===== src/rtl/fu_wb_arb_pkg.sv =====
// Shared types for the functional-unit writeback arbiter: entry layout, source indices
// and the minimal core-configuration record the arbiter is parameterised with.
package fu_wb_arb_pkg;

    localparam int unsigned XLEN          = 64;
    localparam int unsigned TRANS_ID_BITS = 3;

    typedef logic [XLEN-1:0] xlen_t;

    typedef struct packed {
        xlen_t cause;
        xlen_t tval;
        logic  valid;
    } exception_t;

    typedef struct packed {
        logic [TRANS_ID_BITS-1:0] trans_id;
        xlen_t                    result;
        exception_t               exception;
    } wb_entry_t;

    typedef struct packed {
        int unsigned XLEN;
        int unsigned NrWbSrcMax;
    } cva6_cfg_t;

    localparam cva6_cfg_t CVA6_CFG_EMPTY = '{XLEN: 64, NrWbSrcMax: 8};

    localparam int unsigned WB_SRC_PUF = 0;
    localparam int unsigned WB_SRC_FPU = 1;
    localparam int unsigned WB_SRC_X   = 2;

    function automatic int unsigned popcount(input logic [7:0] vec);
        int unsigned cnt;
        cnt = 0;
        for (int i = 0; i < 8; i++) begin
            cnt += int'(vec[i]);
        end
        return cnt;
    endfunction

endpackage


===== src/rtl/fu_wb_src_fifo.sv =====
// Per-source result FIFO: pointer-based, head entry visible combinationally so the
// arbiter can write it back and pop it in the same cycle.
module fu_wb_src_fifo
    import fu_wb_arb_pkg::*;
#(
    parameter int unsigned DEPTH   = 2,
    parameter type         entry_t = wb_entry_t
) (
    input  logic   clk_i,
    input  logic   rst_ni,
    input  logic   flush_i,
    input  logic   push_i,
    input  entry_t data_i,
    input  logic   pop_i,
    output logic   full_o,
    output logic   empty_o,
    output entry_t data_o
);

    localparam int unsigned PTR_W = $clog2(DEPTH);

    // Extra MSB on each pointer distinguishes full from empty.
    logic [PTR_W:0] wr_ptr_q, wr_ptr_d;
    logic [PTR_W:0] rd_ptr_q, rd_ptr_d;
    entry_t         mem_q [DEPTH];
    logic           push_en;
    logic           pop_en;

    assign full_o  = (wr_ptr_q[PTR_W] != rd_ptr_q[PTR_W]) &&
                     (wr_ptr_q[PTR_W-1:0] == rd_ptr_q[PTR_W-1:0]);
    assign empty_o = (wr_ptr_q == rd_ptr_q);
    assign data_o  = mem_q[rd_ptr_q[PTR_W-1:0]];

    assign push_en = push_i & ~full_o & ~flush_i;
    assign pop_en  = pop_i & ~empty_o & ~flush_i;

    always_comb begin
        wr_ptr_d = wr_ptr_q;
        rd_ptr_d = rd_ptr_q;
        if (flush_i) begin
            wr_ptr_d = '0;
            rd_ptr_d = '0;
        end else begin
            if (push_en) begin
                wr_ptr_d = wr_ptr_q + (PTR_W+1)'(1);
            end
            if (pop_en) begin
                rd_ptr_d = rd_ptr_q + (PTR_W+1)'(1);
            end
        end
    end

    always_ff @(posedge clk_i or negedge rst_ni) begin
        if (!rst_ni) begin
            wr_ptr_q <= '0;
            rd_ptr_q <= '0;
        end else begin
            wr_ptr_q <= wr_ptr_d;
            rd_ptr_q <= rd_ptr_d;
        end
    end

    // Storage carries no reset; an empty FIFO's head is never observed downstream.
    always_ff @(posedge clk_i) begin
        if (push_en) begin
            mem_q[wr_ptr_q[PTR_W-1:0]] <= data_i;
        end
    end

endmodule


===== src/rtl/fu_wb_arbiter.sv =====
// Round-robin writeback arbiter: buffers variable-latency unit results per source and
// drains one per cycle onto the scoreboard port. FU_WB_ARB_PERF_EN adds a conflict counter.
module fu_wb_arbiter
    import fu_wb_arb_pkg::*;
#(
    parameter cva6_cfg_t   CVA6Cfg    = CVA6_CFG_EMPTY,
    parameter int unsigned NR_SRC     = 3,
    parameter int unsigned FIFO_DEPTH = 2
) (
    input  logic                                  clk_i,
    input  logic                                  rst_ni,
    input  logic                                  flush_i,
    input  logic [NR_SRC-1:0]                     src_valid_i,
    output logic [NR_SRC-1:0]                     src_ready_o,
    input  logic [NR_SRC-1:0][TRANS_ID_BITS-1:0]  src_trans_id_i,
    input  logic [NR_SRC-1:0][XLEN-1:0]           src_result_i,
    input  exception_t [NR_SRC-1:0]               src_exception_i,
    output logic                                  wb_valid_o,
    output logic [TRANS_ID_BITS-1:0]              wb_trans_id_o,
    output logic [XLEN-1:0]                       wb_result_o,
    output exception_t                            wb_exception_o,
    output logic [$clog2(NR_SRC)-1:0]             wb_src_o
`ifdef FU_WB_ARB_PERF_EN
    ,
    output logic [31:0]                           conflict_cnt_o
`endif
);

    localparam int unsigned SRC_W = $clog2(NR_SRC);

    if (CVA6Cfg.XLEN != XLEN) begin : g_bad_xlen
        $error("fu_wb_arbiter: core XLEN differs from the writeback entry width");
    end
    if (NR_SRC < 2 || NR_SRC > CVA6Cfg.NrWbSrcMax) begin : g_bad_nr_src
        $error("fu_wb_arbiter: NR_SRC out of range");
    end
    if (FIFO_DEPTH < 2 || (FIFO_DEPTH & (FIFO_DEPTH - 1)) != 0) begin : g_bad_depth
        $error("fu_wb_arbiter: FIFO_DEPTH must be a power of two and at least 2");
    end

    wb_entry_t [NR_SRC-1:0] push_data;
    wb_entry_t [NR_SRC-1:0] head_data;
    logic [NR_SRC-1:0]      full;
    logic [NR_SRC-1:0]      empty;
    logic [NR_SRC-1:0]      req;
    logic [NR_SRC-1:0]      grant;
    logic [NR_SRC-1:0]      pop;
    logic [SRC_W-1:0]       rr_ptr_q, rr_ptr_d;
    logic [SRC_W-1:0]       gnt_idx;
    logic                   gnt_found;
    logic                   wb_valid;

    for (genvar gi = 0; gi < NR_SRC; gi++) begin : g_src
        assign push_data[gi] = '{trans_id:  src_trans_id_i[gi],
                                 result:    src_result_i[gi],
                                 exception: src_exception_i[gi]};
        assign pop[gi]       = grant[gi] & ~flush_i;

        fu_wb_src_fifo #(
            .DEPTH   (FIFO_DEPTH),
            .entry_t (wb_entry_t)
        ) i_src_fifo (
            .clk_i   (clk_i),
            .rst_ni  (rst_ni),
            .flush_i (flush_i),
            .push_i  (src_valid_i[gi]),
            .data_i  (push_data[gi]),
            .pop_i   (pop[gi]),
            .full_o  (full[gi]),
            .empty_o (empty[gi]),
            .data_o  (head_data[gi])
        );
    end

    // Ready comes only from registered occupancy; a same-cycle pop never raises it.
    assign src_ready_o = ~full;
    assign req         = ~empty;

    always_comb begin
        int unsigned idx;
        gnt_idx   = '0;
        gnt_found = 1'b0;
        grant     = '0;
        idx       = 0;
        for (int unsigned k = 0; k < NR_SRC; k++) begin
            idx = 32'(rr_ptr_q) + k;
            if (idx >= NR_SRC) begin
                idx -= NR_SRC;
            end
            if (!gnt_found && req[idx[SRC_W-1:0]]) begin
                gnt_found = 1'b1;
                gnt_idx   = idx[SRC_W-1:0];
            end
        end
        if (gnt_found) begin
            grant[gnt_idx] = 1'b1;
        end
    end

    always_comb begin
        rr_ptr_d = rr_ptr_q;
        if (flush_i) begin
            rr_ptr_d = '0;
        end else if (gnt_found) begin
            rr_ptr_d = (gnt_idx == SRC_W'(NR_SRC - 1)) ? '0 : gnt_idx + SRC_W'(1);
        end
    end

    always_ff @(posedge clk_i or negedge rst_ni) begin
        if (!rst_ni) begin
            rr_ptr_q <= '0;
        end else begin
            rr_ptr_q <= rr_ptr_d;
        end
    end

    // Idle cycles drive zeros so downstream never sees stale entry data.
    assign wb_valid = gnt_found & ~flush_i;

    always_comb begin
        wb_valid_o     = wb_valid;
        wb_trans_id_o  = '0;
        wb_result_o    = '0;
        wb_exception_o = '0;
        wb_src_o       = '0;
        if (wb_valid) begin
            wb_trans_id_o  = head_data[gnt_idx].trans_id;
            wb_result_o    = head_data[gnt_idx].result;
            wb_exception_o = head_data[gnt_idx].exception;
            wb_src_o       = gnt_idx;
        end
    end

`ifdef FU_WB_ARB_PERF_EN
    logic [31:0] conflict_cnt_q, conflict_cnt_d;

    always_comb begin
        conflict_cnt_d = conflict_cnt_q;
        if (!flush_i && popcount(8'(req)) >= 2 && conflict_cnt_q != '1) begin
            conflict_cnt_d = conflict_cnt_q + 32'd1;
        end
    end

    always_ff @(posedge clk_i or negedge rst_ni) begin
        if (!rst_ni) begin
            conflict_cnt_q <= '0;
        end else begin
            conflict_cnt_q <= conflict_cnt_d;
        end
    end

    assign conflict_cnt_o = conflict_cnt_q;
`endif

endmodule


===== config.mk =====
export PLATFORM = sky130hd
export DESIGN_NAME = fu_wb_arbiter
export DESIGN_NICKNAME = d
export VERILOG_FILES = /design/src/rtl/fu_wb_arb_pkg.sv /design/src/rtl/fu_wb_src_fifo.sv /design/src/rtl/fu_wb_arbiter.sv
export SDC_FILE = /design/constraint.sdc
export NUM_CORES = 1
export LEC_CHECK = 0
export ABC_AREA = 1
export CORE_MARGIN = 1
export CORE_UTILIZATION = 40
export CTS_BUF_LIST = sky130_fd_sc_hd__clkbuf_8
export CTS_CLUSTER_SIZE = 40
export DETAILED_ROUTE_END_ITERATION = 10
export SLEW_MARGIN = 20
export SYNTH_ARGS = -nofsm -noshare
export SYNTH_HDL_FRONTEND = slang
export SYNTH_HIERARCHICAL = 1
export SYNTH_SLANG_ARGS = --single-unit

===== constraint.sdc =====
create_clock -name clk_i -period 40.9 [get_ports clk_i]
set_input_delay 8.18 -clock clk_i [delete_from_list [all_inputs] [get_ports clk_i]]
set_output_delay 8.18 -clock clk_i [all_outputs]
set_load 0.005 [all_outputs]

## Yosys cells after proc, flatten, opt, wreduce, memory -nomap -nowiden

Memory sizes are Yosys's and may differ from the RTL's.
Index checks and enable logic that the tools add are counted.
Widths: inputs -> output; s select.

| word-level totals | value |
|---|---|
| output and inout bits | 202 |
| memories | 3 |
| word-level logic and storage cells | 125 |
| bits in registers | 14 |
| input port bits | 594 |
| bits in writable memories | 1176 |

Memories:

| name | words | bits a word | rd ports | clocked after memory_dff | wr ports | line | text |
|---|---|---|---|---|---|---|---|
| g_src[0].i_src_fifo.mem_q | 2 | 196 | 1 | 0 | 1 | fu_wb_src_fifo.sv:25 | `entry_t mem_q [DEPTH];` |
| g_src[1].i_src_fifo.mem_q | 2 | 196 | 1 | 0 | 1 | fu_wb_src_fifo.sv:25 |  |
| g_src[2].i_src_fifo.mem_q | 2 | 196 | 1 | 0 | 1 | fu_wb_src_fifo.sv:25 |  |

| operators by class | value |
|---|---|
| add/sub/neg operators | 12 |
| bitwise logic cells | 25 |
| order comparisons | 8 |
| reduce and logical (&&, ||, !) cells | 15 |
| equal/unequal tests | 10 |
| multiplexer cells | 45 |

Operators with widths:

| kind | count |
|---|---|
| $bmux 196 s2 | 1 |
| $mux 196 | 1 |
| $mux 129 | 1 |
| $mux 64 | 1 |
| $mux 2 | 22 |
| $and 1x1->1 | 16 |
| $add 2x1->2 const B | 7 |
| $reduce_bool 2->1 | 7 |
| $mux 1 | 13 |
| $lt 2x3->1 const B | 4 |
| $not 1->1 | 7 |
| $bmux 1 s2 | 3 |
| $eq 2x2->1 | 3 |
| $ge 3x2->1 const B | 2 |
| $logic_and 1x1->1 | 6 |
| $mux 3 | 2 |
| $not 3->3 | 2 |
| $sub 2x2->2 const B | 3 |
| $add 2x1->3 const B | 1 |
| $add 2x2->3 const B | 1 |
| $eq 1x1->1 | 3 |
| $ne 1x1->1 | 3 |
| $demux 1 s2 | 1 |
| $eq 2x2->1 const B | 1 |
| other kinds (3) | 4 |

## Logic depth before layout (Yosys ltp)

| logic depth | value |
|---|---|
| word-level depth | 21 |
| depth in mapped cells | 19 |
| mapped depth without buffers | 17 |

## Modules after synthesis

The synthesis kept the hierarchy.

Modules (own cells, without submodules):

| module | instances | area each (µm²) | cells each | sequential area each (µm²) |
|---|---|---|---|---|
| fu_wb_src_fifo | 3 | 14546.5 | 1068 | 11871.4 |
| fu_wb_arbiter | 1 | 5992.0 | 1430 | 50.0 |

## Worst setup path before layout

OpenSTA, ideal clock, no wires.

| timing path | value |
|---|---|
| path kind | input to register |
| start | input flush_i |
| end | memory g_src[1].i_src_fifo/mem_q[1][0] (netlist bit) (enable) |
| setup time | 0.995 ns |
| slack | 18.249 ns |
| cell stages on the path | 1 |
| data arrival time | 21.656 ns |
| data required time | 39.905 ns |
| buffers on the path | 0 |
| cell sequence | nor3_1 |

| between the ends | value |
|---|---|
| cells in the longest elaborated chain, start to end | 4 |

RTL lines:

| item | line | text |
|---|---|---|
| start, declared | fu_wb_arbiter.sv:12 | `input logic flush_i,` |
| $not 1->1 | fu_wb_src_fifo.sv:34 | `assign push_en = push_i & ~full_o & ~flush_i;` |
| $and 1x1->1 | fu_wb_src_fifo.sv:34 |  |
| $mux 1 | fu_wb_src_fifo.sv:65 | `if (push_en) begin` |
| $mux 1 (not written as such) | fu_wb_src_fifo.sv:66 | `mem_q[wr_ptr_q[PTR_W-1:0]] <= data_i;` |
| end, declared | fu_wb_src_fifo.sv:25 |  |

Every way passes these cells.

## Worst setup path in the final report

| timing path | value |
|---|---|
| start | input flush_i |
| end | output wb_result_o[8] |

| between the ends | value |
|---|---|
| cells in the longest elaborated chain, start to end | 3 |

RTL lines:

| item | line | text |
|---|---|---|
| $not 1->1 | fu_wb_arbiter.sv:118 | `assign wb_valid = gnt_found & ~flush_i;` |
| $and 1x1->1 | fu_wb_arbiter.sv:118 |  |
| $mux 64 | fu_wb_arbiter.sv:126 | `if (wb_valid) begin` |
| end, declared | fu_wb_arbiter.sv:20 | `output logic [XLEN-1:0] wb_result_o,` |

Every way passes these cells.

==> results.py <==
metrics = {
    "floorplan": {
        "std_cell_rows": 128,
        "die_width_microns": 354.2,
        "die_height_microns": 354.2,
        "die-area_sq_mm": 0.1255,
        "io_pins": 796,
        "fp.coreArea_sq_mm": 0.1224,
        "start_util": 0.4056,
    },
    "min_path": {
        "hold_class": "reg -> reg",
    },
    "yosys": {
        "ys_ff_latch": 1190,
        "synthCells": 4634,
        "avgSynthCellArea_sq_um": 10.71,
        "synth_area_leaders": "edfxtp_1 71%, nand2_1 18%, inv_1 2.3%",
        "synth_warnings": 6,
        "ys.flop_type": "edfxtp_1",
        "yosys-top-cells-count": "2,356 x nand2_1, 1,176 x edfxtp_1, 306 x inv_1, 241 x nor2_1, 141 x nand3_1",
        "yosys.cell_count.top_type": "nand2_1",
        "synth_adder_area_share": 0.001008,
        "synthArstFlopShare": 0.01176,
        "synth_fp_nets": 5232,
        "synth_area_sq_mm": 0.04963,
        "synth_xor_area_frac": 0,
        "synth_compound_area_frac": 0.01334,
        "synth_top_area_frac": 0.7115,
        "synthDistinctLibCells": 25,
        "synth_simple_gate_area_share": 0.2156,
        "synth-edff-count": 1176,
        "synth_top_family_by_area": "simple AND/OR/NAND/NOR gates",
        "muxShareOfSynthArea": 0,
        "yosys.area.top_type": "edfxtp_1",
        "ys_seq_area_frac": 0.7186,
    },
    "layout": {
        "fin_area_sq_mm": 0.06225,
        "nNetsFinal": 6051,
        "area_growth_syn_to_layout_pct": 25.42,
        "drive_above_1_share": 0.05450,
    },
    "global_routing": {
        "grt_max_degree": 123,
        "grt_overflow_total": 0,
        "grtUsageMet3": 0.07799,
        "use_met1": 0.3080,
        "grt_usage": 0.2470,
        "grt-busiest-layer": "met2",
        "antenna_found_initial": 65,
        "gr-usage-met2": 0.4023,
        "grt_pass1_wl_microns": 226100,
        "grt_pass1_vias": 34140,
    },
    "clock_network": {
        "ctsResizeCount": 0,
        "cts-root-buf": "clkbuf_8",
        "clock-sinks": 1190,
        "path_clk_slew_ns": 0.06,
        "clock_latency_ns": 0.94,
        "cts_tree": "done",
        "htree_levels": 4,
        "hold_buffers": 0,
        "clock_path_buffers": 3,
        "cts_setup_buffers": 0,
        "cts_made_buffers": 197,
    },
    "timing": {
        "rsz0062_at_grt": "false",
        "finalClockSkew_ns": 0.06085,
        "setup_tns_ns": 0,
        "fin_ws_ns": 20.92,
        "slew_violations": 0,
        "maxSlewHeadroom": 0.2479,
        "setup_violations": 0,
        "worst_pin_slew_ns": 1.128,
        "period_needed_ns": 19.98,
        "hold_viol": 0,
        "holdWs_ns": 0.5551,
        "fin_crit_sh": 0.4886,
        "fmax_ghz": 0.05004,
    },
    "power_and_ir_drop": {
        "ir_drop_mv": 0.04227,
        "power.density_mw_per_mm2": 62.02,
        "p_leak_nw": 25.71,
    },
    "critical_path": {
        "cp-start-kind": "input port",
        "cp-end-kind": "output pin",
        "timing.critical_path.required_ns": 32.72,
        "crit_type": "in -> out",
        "crit_path_max_fanout": 71,
        "arrival_ns": 11.80,
    },
    "placed_design": {
        "place_area_sq_mm": 0.05872,
        "portBuffers": 795,
        "dp_slack_ns": 20.88,
        "place_hpwl_microns": 97610,
        "gp_congestion": 0.8547,
    },
    "detailed_routing": {
        "vias_per_cell": 4.884,
        "vias": 35430,
        "drt_first_pass_iters": 5,
        "finalWirelength_microns": 157900,
        "wl_per_cell_microns": 21.76,
        "final_antenna_net_count": 0,
        "initialDrtViolationCount": 2700,
        "drc": 0,
    },
    "flow_run": {
        "maxCapViolations": 0,
    },
    "outcome": {
        "status": "completed",
    },
}
## state kept, by name, summed over array words and instances (netlist names)
signal / cells
rr_ptr_q: 2
g_src.i_src_fifo/mem_q: 1176
g_src.i_src_fifo/wr_ptr_q: 6
g_src.i_src_fifo/rd_ptr_q: 6
## cells by family after synthesis
kind of cell,after synthesis
AOI/OAI and AO/OA,131
adders and majority gates,4
buffers and inverters,535
DFF,1190
and+or+nand+nor,2774
## placed cells by master, fill, tap and decap left out, types with 12 or more instances in the layout
cell / n
nand2_1: 2354
edfxtp_1: 1176
clkdlybuf4s50_1: 795
inv_1: 373
nor2_1: 240
clkbuf_8: 197
nand3_1: 141
o21ai_0: 89
clkinv_1: 49
buf_4: 45
diode_2: 34
o21ai_1: 27
nand4_1: 16
a21oi_1: 12
## per-layer routing
| metal | vias to the layer above | routed length, microns |
|---|---|---|
| met5 | - | 441 |
| met4 | 66 | 4480 |
| met3 | 278 | 13800 |
| met2 | 1277 | 75650 |
| met1 | 17060 | 63480 |
| li1 | 16750 | - |
## worst max-delay path, cell delays in order
cell	delay [ns]
clkdlybuf4s50_1	0.40
buf_4	0.21
nor2_4	0.74
inv_2	0.41
nor2_4	0.20
buf_4	0.60
nand2_1	0.13
nand2_1	0.12
clkdlybuf4s50_1	0.54
## power by group
part | switching, mW | internal, mW
clock | 0.480 | 0.458
combinational | 0.939 | 0.548
sequential | 0.0254 | 1.41
## metrics by stage
step / util / cells / total power [mW]
after global placement: 0.4799 / 6879 / 2.952
after CTS: 0.5080 / 7221 / 3.910
after floorplan: - / 4634 / 2.214
final: 0.5088 / 7255 / 3.861
after global routing: 0.5086 / 7248 / 4.069
after detailed placement: 0.4799 / 6879 / 2.965
## final cells by class
class                   count  area (sq um)
diodes                     34         85.08
clock buffers             197          2711
clock inverters           145         729.5
fillers                 10890         60110
inverters                 313          1220
multi-input cells        2909         11470
flip-flops and latches   1190         35680
well taps                1625          2033
repair buffers            842          8327
## final timing paths
path | slack (ns) | endpoint | startpoint | cells after the start
worst max-delay path | 20.92 | wb_result_o[8] | flush_i | 9
worst min-delay path | 0.56 | g_src[1].i_src_fifo/wr_ptr_q[0]$_DFFE_PN0P_ | g_src[1].i_src_fifo/wr_ptr_q[0]$_DFFE_PN0P_ | 2
worst max register to register | 36.19 | g_src[2].i_src_fifo/rd_ptr_q[1]$_DFFE_PN0P_ | g_src[1].i_src_fifo/rd_ptr_q[0]$_DFFE_PN0P_ | 18
worst min register to register | 0.56 | g_src[1].i_src_fifo/wr_ptr_q[0]$_DFFE_PN0P_ | g_src[1].i_src_fifo/wr_ptr_q[0]$_DFFE_PN0P_ | 2
max in group asynchronous | 32.70 | g_src[2].i_src_fifo/rd_ptr_q[0]$_DFFE_PN0P_ | rst_ni | 1
min in group asynchronous | 7.69 | g_src[1].i_src_fifo/wr_ptr_q[1]$_DFFE_PN0P_ | rst_ni | 1
Note: power is estimated with default switching activity, not from simulation.
